===== src/rtl/countdown_timer.sv =====
`default_nettype none
// +--------------------------------------------------------------------------+
// | countdown_timer : MM:SS BCD countdown with load/start/pause and done flag |
// | rev 1.0                                                                  |
// +--------------------------------------------------------------------------+
module countdown_timer #(
  parameter int TICK_DIV = 100_000_000
) (
  input  logic       clock,
  input  logic       reset_n,
  input  logic       load,
  input  logic       start,
  input  logic       pause,
  input  logic [2:0] set_min_tens,
  input  logic [3:0] set_min_ones,
  input  logic [2:0] set_sec_tens,
  input  logic [3:0] set_sec_ones,
  output logic [2:0] min_tens,
  output logic [3:0] min_ones,
  output logic [2:0] sec_tens,
  output logic [3:0] sec_ones,
  output logic       running,
  output logic       done
);

  localparam int PW = (TICK_DIV > 2) ? $clog2(TICK_DIV) : 1;
  localparam logic [PW-1:0] PRESC_MAX = PW'(TICK_DIV - 1);

  typedef enum logic [1:0] {
    IDLE  = 2'd0,
    RUN   = 2'd1,
    PAUSE = 2'd2,
    DONE  = 2'd3
  } state_t;

  state_t        state, state_n;
  logic [PW-1:0] presc, presc_n;
  logic [2:0]    min_tens_n, sec_tens_n;
  logic [3:0]    min_ones_n, sec_ones_n;

  logic [2:0] clamp_mt, clamp_st;
  logic [3:0] clamp_mo, clamp_so;
  logic [2:0] dec_mt, dec_st;
  logic [3:0] dec_mo, dec_so;
  logic       borrow_s, borrow_st, borrow_mo;
  logic       tick, digits_zero, dec_zero;

  // Presets out of BCD range saturate at the largest legal digit.
  always_comb begin
    clamp_mt = (set_min_tens > 3'd5) ? 3'd5 : set_min_tens;
    clamp_mo = (set_min_ones > 4'd9) ? 4'd9 : set_min_ones;
    clamp_st = (set_sec_tens > 3'd5) ? 3'd5 : set_sec_tens;
    clamp_so = (set_sec_ones > 4'd9) ? 4'd9 : set_sec_ones;
  end

  // One-second decrement with the borrow rippling up through all four digits.
  always_comb begin
    borrow_s  = (sec_ones == 4'd0);
    borrow_st = borrow_s && (sec_tens == 3'd0);
    borrow_mo = borrow_st && (min_ones == 4'd0);
    dec_so    = borrow_s ? 4'd9 : sec_ones - 4'd1;
    dec_st    = borrow_s ? ((sec_tens == 3'd0) ? 3'd5 : sec_tens - 3'd1) : sec_tens;
    dec_mo    = borrow_st ? ((min_ones == 4'd0) ? 4'd9 : min_ones - 4'd1) : min_ones;
    dec_mt    = borrow_mo ? ((min_tens == 3'd0) ? 3'd5 : min_tens - 3'd1) : min_tens;
    dec_zero  = (dec_mt == 3'd0) && (dec_mo == 4'd0) && (dec_st == 3'd0) && (dec_so == 4'd0);
    digits_zero = (min_tens == 3'd0) && (min_ones == 4'd0) &&
                  (sec_tens == 3'd0) && (sec_ones == 4'd0);
    tick      = (state == RUN) && (presc == PRESC_MAX);
  end

  always_comb begin
    state_n    = state;
    presc_n    = presc;
    min_tens_n = min_tens;
    min_ones_n = min_ones;
    sec_tens_n = sec_tens;
    sec_ones_n = sec_ones;
    case (state)
      IDLE, PAUSE, DONE: begin
        if (state != PAUSE) presc_n = '0;
        if (load) begin
          state_n    = IDLE;
          presc_n    = '0;
          min_tens_n = clamp_mt;
          min_ones_n = clamp_mo;
          sec_tens_n = clamp_st;
          sec_ones_n = clamp_so;
        end else if (state == IDLE && start && !digits_zero) begin
          state_n = RUN;
        end else if (state == PAUSE && start && !pause) begin
          state_n = RUN;
        end
      end
      RUN: begin
        // Pause takes priority over a coincident tick; the prescaler holds.
        if (pause) begin
          state_n = PAUSE;
        end else if (tick) begin
          presc_n    = '0;
          min_tens_n = dec_mt;
          min_ones_n = dec_mo;
          sec_tens_n = dec_st;
          sec_ones_n = dec_so;
          if (dec_zero) state_n = DONE;
        end else begin
          presc_n = presc + 1'b1;
        end
      end
      default: state_n = IDLE;
    endcase
  end

  always_ff @(posedge clock) begin
    if (!reset_n) begin
      state    <= IDLE;
      presc    <= '0;
      min_tens <= 3'd0;
      min_ones <= 4'd0;
      sec_tens <= 3'd0;
      sec_ones <= 4'd0;
      running  <= 1'b0;
      done     <= 1'b0;
    end else begin
      state    <= state_n;
      presc    <= presc_n;
      min_tens <= min_tens_n;
      min_ones <= min_ones_n;
      sec_tens <= sec_tens_n;
      sec_ones <= sec_ones_n;
      running  <= (state_n == RUN);
      done     <= (state_n == DONE);
    end
  end

endmodule
`default_nettype wire

===== config.mk =====
export PLATFORM = sky130hd
export DESIGN_NAME = countdown_timer
export DESIGN_NICKNAME = d
export VERILOG_FILES = /design/src/rtl/countdown_timer.sv
export SDC_FILE = /design/constraint.sdc
export NUM_CORES = 1
export LEC_CHECK = 0
export ABC_CLOCK_PERIOD_IN_PS = 4100
export CORE_MARGIN = 2
export CORE_UTILIZATION = 45
export CTS_CLUSTER_SIZE = 24
export DETAILED_ROUTE_END_ITERATION = 10
export PLACE_DENSITY_LB_ADDON = 0.05
export SYNTH_ARGS = -nofsm -noshare
export SYNTH_HDL_FRONTEND = slang
export SYNTH_SLANG_ARGS = --single-unit

===== constraint.sdc =====
create_clock -name clock -period 4.1 [get_ports clock]
set_clock_uncertainty 0.15 [all_clocks]
set_input_delay 0.82 -clock clock [delete_from_list [all_inputs] [get_ports clock]]
set_output_delay 0.82 -clock clock [all_outputs]
set_load 0.02 [all_outputs]

==> results of run 1 <==
==> where the power goes <==
part | internal [uW] | switching [uW]
clock network | 198 | 160
logic | 86.6 | 107
registers | 451 | 23.5
==> cell usage in the layout (no fill, tap or decap), drive strengths merged, types with 7 or more instances in the layout <==
cell / count
clkdlybuf4s50: 34
xor2: 12
nand3: 12
dfxtp: 45
nor4: 10
nor3: 12
nand2: 30
xnor2: 10
and3: 7
nor2: 42
o21ai: 14
a21oi: 15
a31oi: 9
nand4: 14
==> stage by stage <==
step	cell area [um^2]	std cells	power, uW	utilization (%)
after floorplan	2610	323	605.1	-
after global placement	2977	416	676.9	53.73
after detailed placement	2977	416	678.6	53.73
after CTS	3097	424	1038	55.89
after global routing	3097	424	1078	55.89
final	3097	424	1027	55.89
==> layer usage <==
layer	routed length (um)	vias to the layer above	part of all wire (%)	GRT usage (%)
met5	0	-	0	0
met4	93	0	1.4	6.780
met3	232	8	3.5	3.596
met2	3281	56	49	40.08
met1	3039	1185	46	25.80
li1	-	1243	-	-
==> cells in the mapped netlist (all sizes together) (10+ instances only) <==
master  instances
dfxtp          45
nor2           42
nand2          30
a21oi          15
nand4          14
o21ai          14
nand3          12
nor3           12
xor2           12
buf            10
nor4           10
xnor2          10
==> flip-flops by register name (all words and copies together) (netlist names) <==
| signal | cells |
|---|---|
| sec_tens | 3 |
| presc | 27 |
| done | 1 |
| min_tens | 3 |
| running | 1 |
| state | 2 |
| sec_ones | 4 |
| min_ones | 4 |
==> final timing paths <==
| kind | start | endpoint | depth (start not counted) |
|---|---|---|---|
| max reg2reg | state[1] | sec_ones[0] | 5 |
| min | presc[1] | presc[1] | 2 |
| min reg2reg | presc[1] | presc[1] | 2 |
| max | pause | sec_ones[0] | 6 |
==> kinds of logic after synthesis <==
kind of cell             after synthesis  synth area share, %
AND/OR/NAND/NOR                      164                35.28
multiplexers                           2               0.8628
adder cells (fa/ha/maj)                2               0.9586
AO/OA/AOI/OAI                         65                16.54
buffers and inverters                 23                4.457
XOR/XNOR                              22                7.382
flip-flops                            45                34.52
==> critical path, stage by stage <==
cell and delay (ns):
clkdlybuf4s50_1 0.58, and4bb_2 0.38, nand4_1 0.20, o21a_1 0.37
or3_1 0.35, a31oi_1 0.15
==> final cells by class <==
type	instances	area (um^2)
clock buffers	6	82.58
clock inverters	2	37.54
fillers	540	2444
inverters	6	22.52
multi-input cells	255	1593
flip-flops and latches	45	900.9
well taps	72	90.09
repair buffers	38	370.4
==> reports/qor.csv, run 1 <==
metric,value,unit
status,completed,
arrival,2.86,ns
worstSkewPairLatency,0.30,ns
synth_nets,344,
synth_edf_count,0,
cp-end-kind,flop,
dr.pass1.iters,4,
rows,27,
hold_ws,0.3614,ns
cts_tree,yes,
gp_congestion,0.8347,
setup_violations,0,
dr.first_iter.drc_count,125,
io_pins,35,
vias,2492,
drc,0,
maxCapViolCount,0,
post_cts_resized,0,
post-synth-top-area-cell,dfxtp_1,
wirelength,6648,um
grt_pass1_wl,11300,um
rrSetupSlack,1.67,ns
hold_viol,0,
synthTopCellsByArea,"dfxtp_1 35%, nor2_1 6.0%, nand2_1 4.3%",
hpwlAfterDp,4581,um
grt_pass1_vias,2422,
port_buffers,34,
fin_ws,1.327,ns
cts_sinks,45,
die_area,6425,um^2
antenna_found_initial,0,
wl_per_cell,15.68,um
cp-start-kind,primary input,
final.setup.tns,0,ns
track_usage,21.86,%
path_clk_slew,0.09,ns
area_growth,18.65,%
async_flop_share,0,%
pre_cts_ws,1.040,ns
syn-cell-area,2610,um^2
antenna_left,0,
grt_max_degree,23,
die_width,80.16,um
fin_nets,372,
start_util,47.11,%
period_needed,2.773,ns
powerDensity,331.7,nW/um^2
crit_type,in -> reg,
cts_buffers,5,
max_freq,360.6,MHz
cts_max_level,2,
synth_top_area_share,34.52,%
ir_worst_vdd,0.2179,mV
drive_above_1_share,7.102,%
worstMarginPinSlew,0.7895,ns
ys_ff_latch,45,
hold_class,reg -> reg,
viasPerCell,5.877,
rsz0062_at_grt,no,
ys_seq_area_share,34.52,%
synth_cell_type_count,63,
worstPathMaxFanout,10,
overflow,0,
drv_slew,0,
ctsLongestPathBuffers,2,
maxSlewHeadroom,47.37,%
chipHeight,80.16,um
n_antenna_cell,0,
coreArea,5540,um^2
synth_warnings,0,
fin_crit_sh,67.64,%
leakage,0.001023,uW
synth_area_per_cell,8.081,um^2
hold_buffers,0,
post_cts_buffers,0,
synthCells,323,
ys.flop_type,dfxtp_1,
required,4.18,ns
cts-root-buf,clkbuf_8,
(Power assumes the default switching activity.)
==> run 2, diff against run 1 <==
--- a/config.mk
+++ b/config.mk
@@ -5,7 +5,7 @@
 export SDC_FILE = /design/constraint.sdc
 export NUM_CORES = 1
 export LEC_CHECK = 0
-export ABC_CLOCK_PERIOD_IN_PS = 4100
+export ABC_CLOCK_PERIOD_IN_PS = 2400
 export CORE_MARGIN = 2
 export CORE_UTILIZATION = 45
 export CTS_CLUSTER_SIZE = 24
==> constraint.sdc (replaced) <==
create_clock -name clock -period 2.4 [get_ports clock]
set_clock_uncertainty 0.15 [all_clocks]
set_input_delay 0.48 -clock clock [delete_from_list [all_inputs] [get_ports clock]]
set_output_delay 0.48 -clock clock [all_outputs]
set_load 0.02 [all_outputs]
==> reports/qor.csv, run 2 (synthesis gave the netlist of run 1 again) <==
metric,value,unit
status,completed,
die_width,80.16,um
drv_slew,0,
fin_crit_sh,88.67,%
grt_pass1_wl,11100,um
crit_type,reg -> out,
start_util,47.11,%
ctsLongestPathBuffers,2,
final.setup.tns,0,ns
worstMarginPinSlew,0.4646,ns
antenna_left,0,
largest_reg_flops,27,
wl_per_cell,15.08,um
cts_sinks,45,
hold_buffers,0,
pre_cts_ws,-0.02184,ns
slowest_delay,0.68,ns
worstSkewPairLatency,0.29,ns
cts-root-buf,clkbuf_8,
rows,27,
cts_tree,yes,
hold_ws,0.3482,ns
largestRegisters,"presc: 27 flops, min_ones: 4 flops, sec_ones: 4 flops",
powerDensity,512.7,nW/um^2
layout_common_cells,"45 x dfxtp_1, 42 x nor2_1, 34 x clkdlybuf4s50_1, 30 x nand2_1, 15 x a21oi_1",
largest_register,presc,
critPathTopFamily,buffers and inverters,
track_usage,21.97,%
chipHeight,80.16,um
arrival,1.50,ns
cp-end-kind,output pin,
viasPerCell,5.654,
overflow,0,
period_needed,2.128,ns
cts_max_level,2,
rsz0062_at_grt,no,
maxCapViolCount,0,
crit_path_cell_trace,clkdlybuf4s50_1,
wirelength,6544,um
gp_congestion,0.7968,
antenna_found_initial,0,
drive_above_1_share,8.840,%
cts_buffers,5,
post_cts_buffers,0,
vias,2454,
path_clk_slew,0.08,ns
utilization,56.75,%
dr.pass1.iters,5,
grt_pass1_vias,2311,
post_cts_resized,0,
leakage,0.001061,uW
n_antenna_cell,0,
fin_ws,0.2718,ns
hold_class,reg -> reg,
hpwlAfterDp,4759,um
grt_max_degree,23,
required,1.77,ns
die_area,6425,um^2
worstPathMaxFanout,7,
drc,0,
fill_cells,554,
coreArea,5540,um^2
crit_buf_inv,1,
hold_viol,0,
cp-start-kind,flop,
dr.first_iter.drc_count,150,
maxSlewHeadroom,68.74,%
setup_violations,0,
max_freq,469.9,MHz
io_pins,35,
cp_slowest_cell,clkdlybuf4s50_1,
area_growth,20.47,%
port_buffers,34,
mostFrequentLayoutCell,dfxtp_1,
ir_worst_vdd,0.3900,mV
fin_nets,382,
run 2: final timing paths:
path | startpoint | to | slack (ns) | cells after the start
max | sec_ones[1] | sec_ones[1] | 0.27 | 1
min | presc[26] | presc[26] | 0.35 | 1
max reg2reg | presc[0] | presc[7] | 0.28 | 7
min reg2reg | presc[26] | presc[26] | 0.35 | 1
run 2: metal layers:
metal | part of all wire, % | track usage, %
met5 | 0 | 0
met4 | 1.3 | 8.814
met1 | 45 | 27.89
met3 | 4.0 | 3.146
met2 | 49 | 37.33
run 2: final cells by class:
class	count	area (um^2)	area share (%)
Clock buffer	8	80.08	2.547
Timing Repair Buffer	48	457.9	14.56
Sequential cell	45	900.9	28.65
Multi-Input combinational cell	255	1593	50.66
Tap cell	72	90.09	2.865
Inverter	6	22.52	0.7163
run 2: where the power goes:
part | internal, uW | leakage (uW) | total, uW | switching (uW)
clock | 207 | 0.0000395 | 448 | 241
combinational | 166 | 0.000656 | 357 | 191
sequential | 771 | 0.000365 | 808 | 37.0
total | 1140 | 0.00106 | 1610 | 469
run 2: per-stage QoR:
step / instance area [um^2] / std cells / total power, uW
2_1_floorplan: 2610 / 323 / 1034
3_3_place_gp: 3064 / 426 / 1180
3_5_place_dp: 3064 / 426 / 1181
4_1_cts: 3144 / 434 / 1640
5_1_grt: 3144 / 434 / 1708
6_report: 3144 / 434 / 1612
==> run 3, diff against run 2 <==
--- a/config.mk
+++ b/config.mk
@@ -5,6 +5,7 @@
 export SDC_FILE = /design/constraint.sdc
 export NUM_CORES = 1
 export LEC_CHECK = 0
+export ABC_AREA = 1
 export ABC_CLOCK_PERIOD_IN_PS = 2400
 export CORE_MARGIN = 2
 export CORE_UTILIZATION = 45
==> reports/qor.csv, run 3 <==
metric,value,unit
status,completed,
fin_crit_sh,84.91,%
hold_buffers,0,
cp-start-kind,flop,
synth_top_family_by_area,simple AND/OR/NAND/NOR gates,
max_freq,490.7,MHz
gp_congestion,0.8764,
fin_nets,530,
wl_per_cell,12.92,um
pre_cts_ws,0.1714,ns
period_needed,2.038,ns
crit_type,reg -> reg,
viasPerCell,5.196,
final.setup.tns,0,ns
powerDensity,518.8,nW/um^2
drv_slew,0,
post_cts_resized,0,
drive_above_1_share,8.824,%
synthMostInstantiatedCell,nor2_1,
ir_worst_vdd,0.3217,mV
path_clk_slew,0.09,ns
fin_ws,0.3620,ns
rsz0062_at_grt,no,
overflow,0,
async_flop_share,0,%
synth-simple-area-share,45.40,%
ys.flop_type,dfxtp_1,
hpwlAfterDp,5914,um
ctsLongestPathBuffers,2,
synth_top_area_share,30.93,%
wirelength,7586,um
worstSkewPairLatency,0.30,ns
synthCells,469,
dpl_cell_area,3359,um^2
start_util,46.14,%
cts_buffers,5,
synth_warnings,0,
hold_class,reg -> reg,
dr.first_iter.drc_count,161,
grt_max_degree,19,
largest_register,presc,
setup_violations,0,
maxCapViolCount,0,
dr.pass1.iters,4,
cts_tree,yes,
grt_pass1_vias,2912,
vias,3050,
antenna_left,0,
synth_nets,490,
final_cell_area,3476,um^2
die_width,84.46,um
synth_adder_area_share,0.8591,%
worstMarginPinSlew,0.3859,ns
synth_edf_count,0,
arrival,2.08,ns
track_usage,22.29,%
ys_seq_area_share,30.93,%
synth_area_per_cell,6.211,um^2
coreArea,6314,um^2
slowest_delay,0.37,ns
n_antenna_cell,0,
die_area,7133,um^2
cts-root-buf,clkbuf_8,
largest_reg_flops,27,
hold_viol,0,
chipHeight,84.46,um
ys_ff_latch,45,
mostFrequentLayoutCell,nor2_1,
post-synth-top-area-cell,dfxtp_1,
drc,0,
worstPathMaxFanout,11,
cp-end-kind,flop,
syn-cell-area,2913,um^2
area_growth,19.33,%
leakage,0.001430,uW
synthTopCellsByCount,"96 x nor2_1, 88 x nand2_1, 58 x inv_1, 45 x dfxtp_1, 37 x nand3_1",
rows,29,
crit_path_cell_trace,"ha_1, nand2_1, nor2_2, nand2_2, nor2_2, nand4_1, nand2_2, inv_2, nor2_1, nor2_1",
maxSlewHeadroom,74.04,%
synth_xor_area_share,1.203,%
largestRegisters,"presc: 27 flops, min_ones: 4 flops, sec_ones: 4 flops",
synthMuxAreaShare,0,%
synth_cell_type_count,41,
synthTopCellsByArea,"dfxtp_1 31%, nor2_1 12%, nand2_1 11%",
port_buffers,34,
cts_max_level,2,
worst-r2r-cell-count,10,
cts_sinks,45,
antenna_found_initial,0,
synth_compound_area_share,11.38,%
cp_slowest_cell,dfxtp_1,
whs_path_depth,2,
grt_pass1_wl,13140,um
io_pins,35,
required,2.44,ns
post_cts_buffers,0,
layout_common_cells,"96 x nor2_1, 88 x nand2_1, 58 x inv_1, 45 x dfxtp_1, 37 x nand3_1",
## run 3: cell count changes after synthesis, sizes merged, moves of 5 or more
| cell | previous run | this run |
|---|---|---|
| a31oi | 9 | 2 |
| and3 | 7 | 1 |
| and4 | 5 | 0 |
| clkbuf | 7 | 2 |
| inv | 6 | 62 |
| nand2 | 30 | 102 |
| nand3 | 12 | 38 |
| nor2 | 42 | 105 |
| nor3 | 12 | 20 |
| nor4 | 10 | 3 |
| o21ai | 14 | 38 |
| xnor2 | 10 | 1 |
| xor2 | 12 | 3 |
## run 3: power by group
| part | internal (uW) | switching, uW |
|---|---|---|
| Clock | 340 | 264 |
| Sequential | 774 | 31.5 |
| Combinational | 162 | 232 |
## run 3: layer usage
layer / GRT usage (%) / wire length [um]
met4: 5.628 / 65
met2: 40.69 / 3830
met1: 27.19 / 3387
met5: 0 / 0
met3: 3.736 / 302
## run 3: cell type report
class                           count  area, um^2
Clock buffer                        7       86.33
Clock inverter                      1       30.03
Fill cell                         700        2838
Inverter                           62       235.2
Multi-Input combinational cell    353        1714
Sequential cell                    45       900.9
Tap cell                           77       96.34
Timing Repair Buffer               42       412.9
## run 3: critical path: cells and delay by family (launching register included)
kind,cells,cell delay (ns)
buf+inv,1,0.16
flops,1,0.37
simple gates,8,1.02
fa+ha+maj,1,0.24
## run 3: cell families after synthesis
kind of cell / after synthesis
AND/OR/NAND/NOR: 286
AO/OA/AOI/OAI: 61
flip-flops: 45
adder cells (fa/ha/maj): 2
buffers and inverters: 71
XOR/XNOR: 4
## run 3: per-stage QoR
| stage | instances | total power, uW | util (%) | hold WS, ns |
|---|---|---|---|---|
| finish | 587 | 1803 | 55.05 | 0.3436 |
| global route | 587 | 1904 | 55.05 | 0.3886 |
| CTS | 587 | 1820 | 55.05 | 0.3440 |
| detailed placement | 579 | 1220 | 53.21 | 0.3308 |
| global placement | 579 | 1216 | 53.21 | 0.3266 |
| floorplan | 469 | 1080 | - | 0.3084 |
## run 3: path summary, 6_finish.rpt
path,from,to,slack (ns)
hold reg to reg,presc[1],presc[1],0.34
setup reg to reg,presc[0],min_tens[1],0.36
setup / recovery,presc[0],min_tens[1],0.36
hold / removal,presc[1],presc[1],0.34
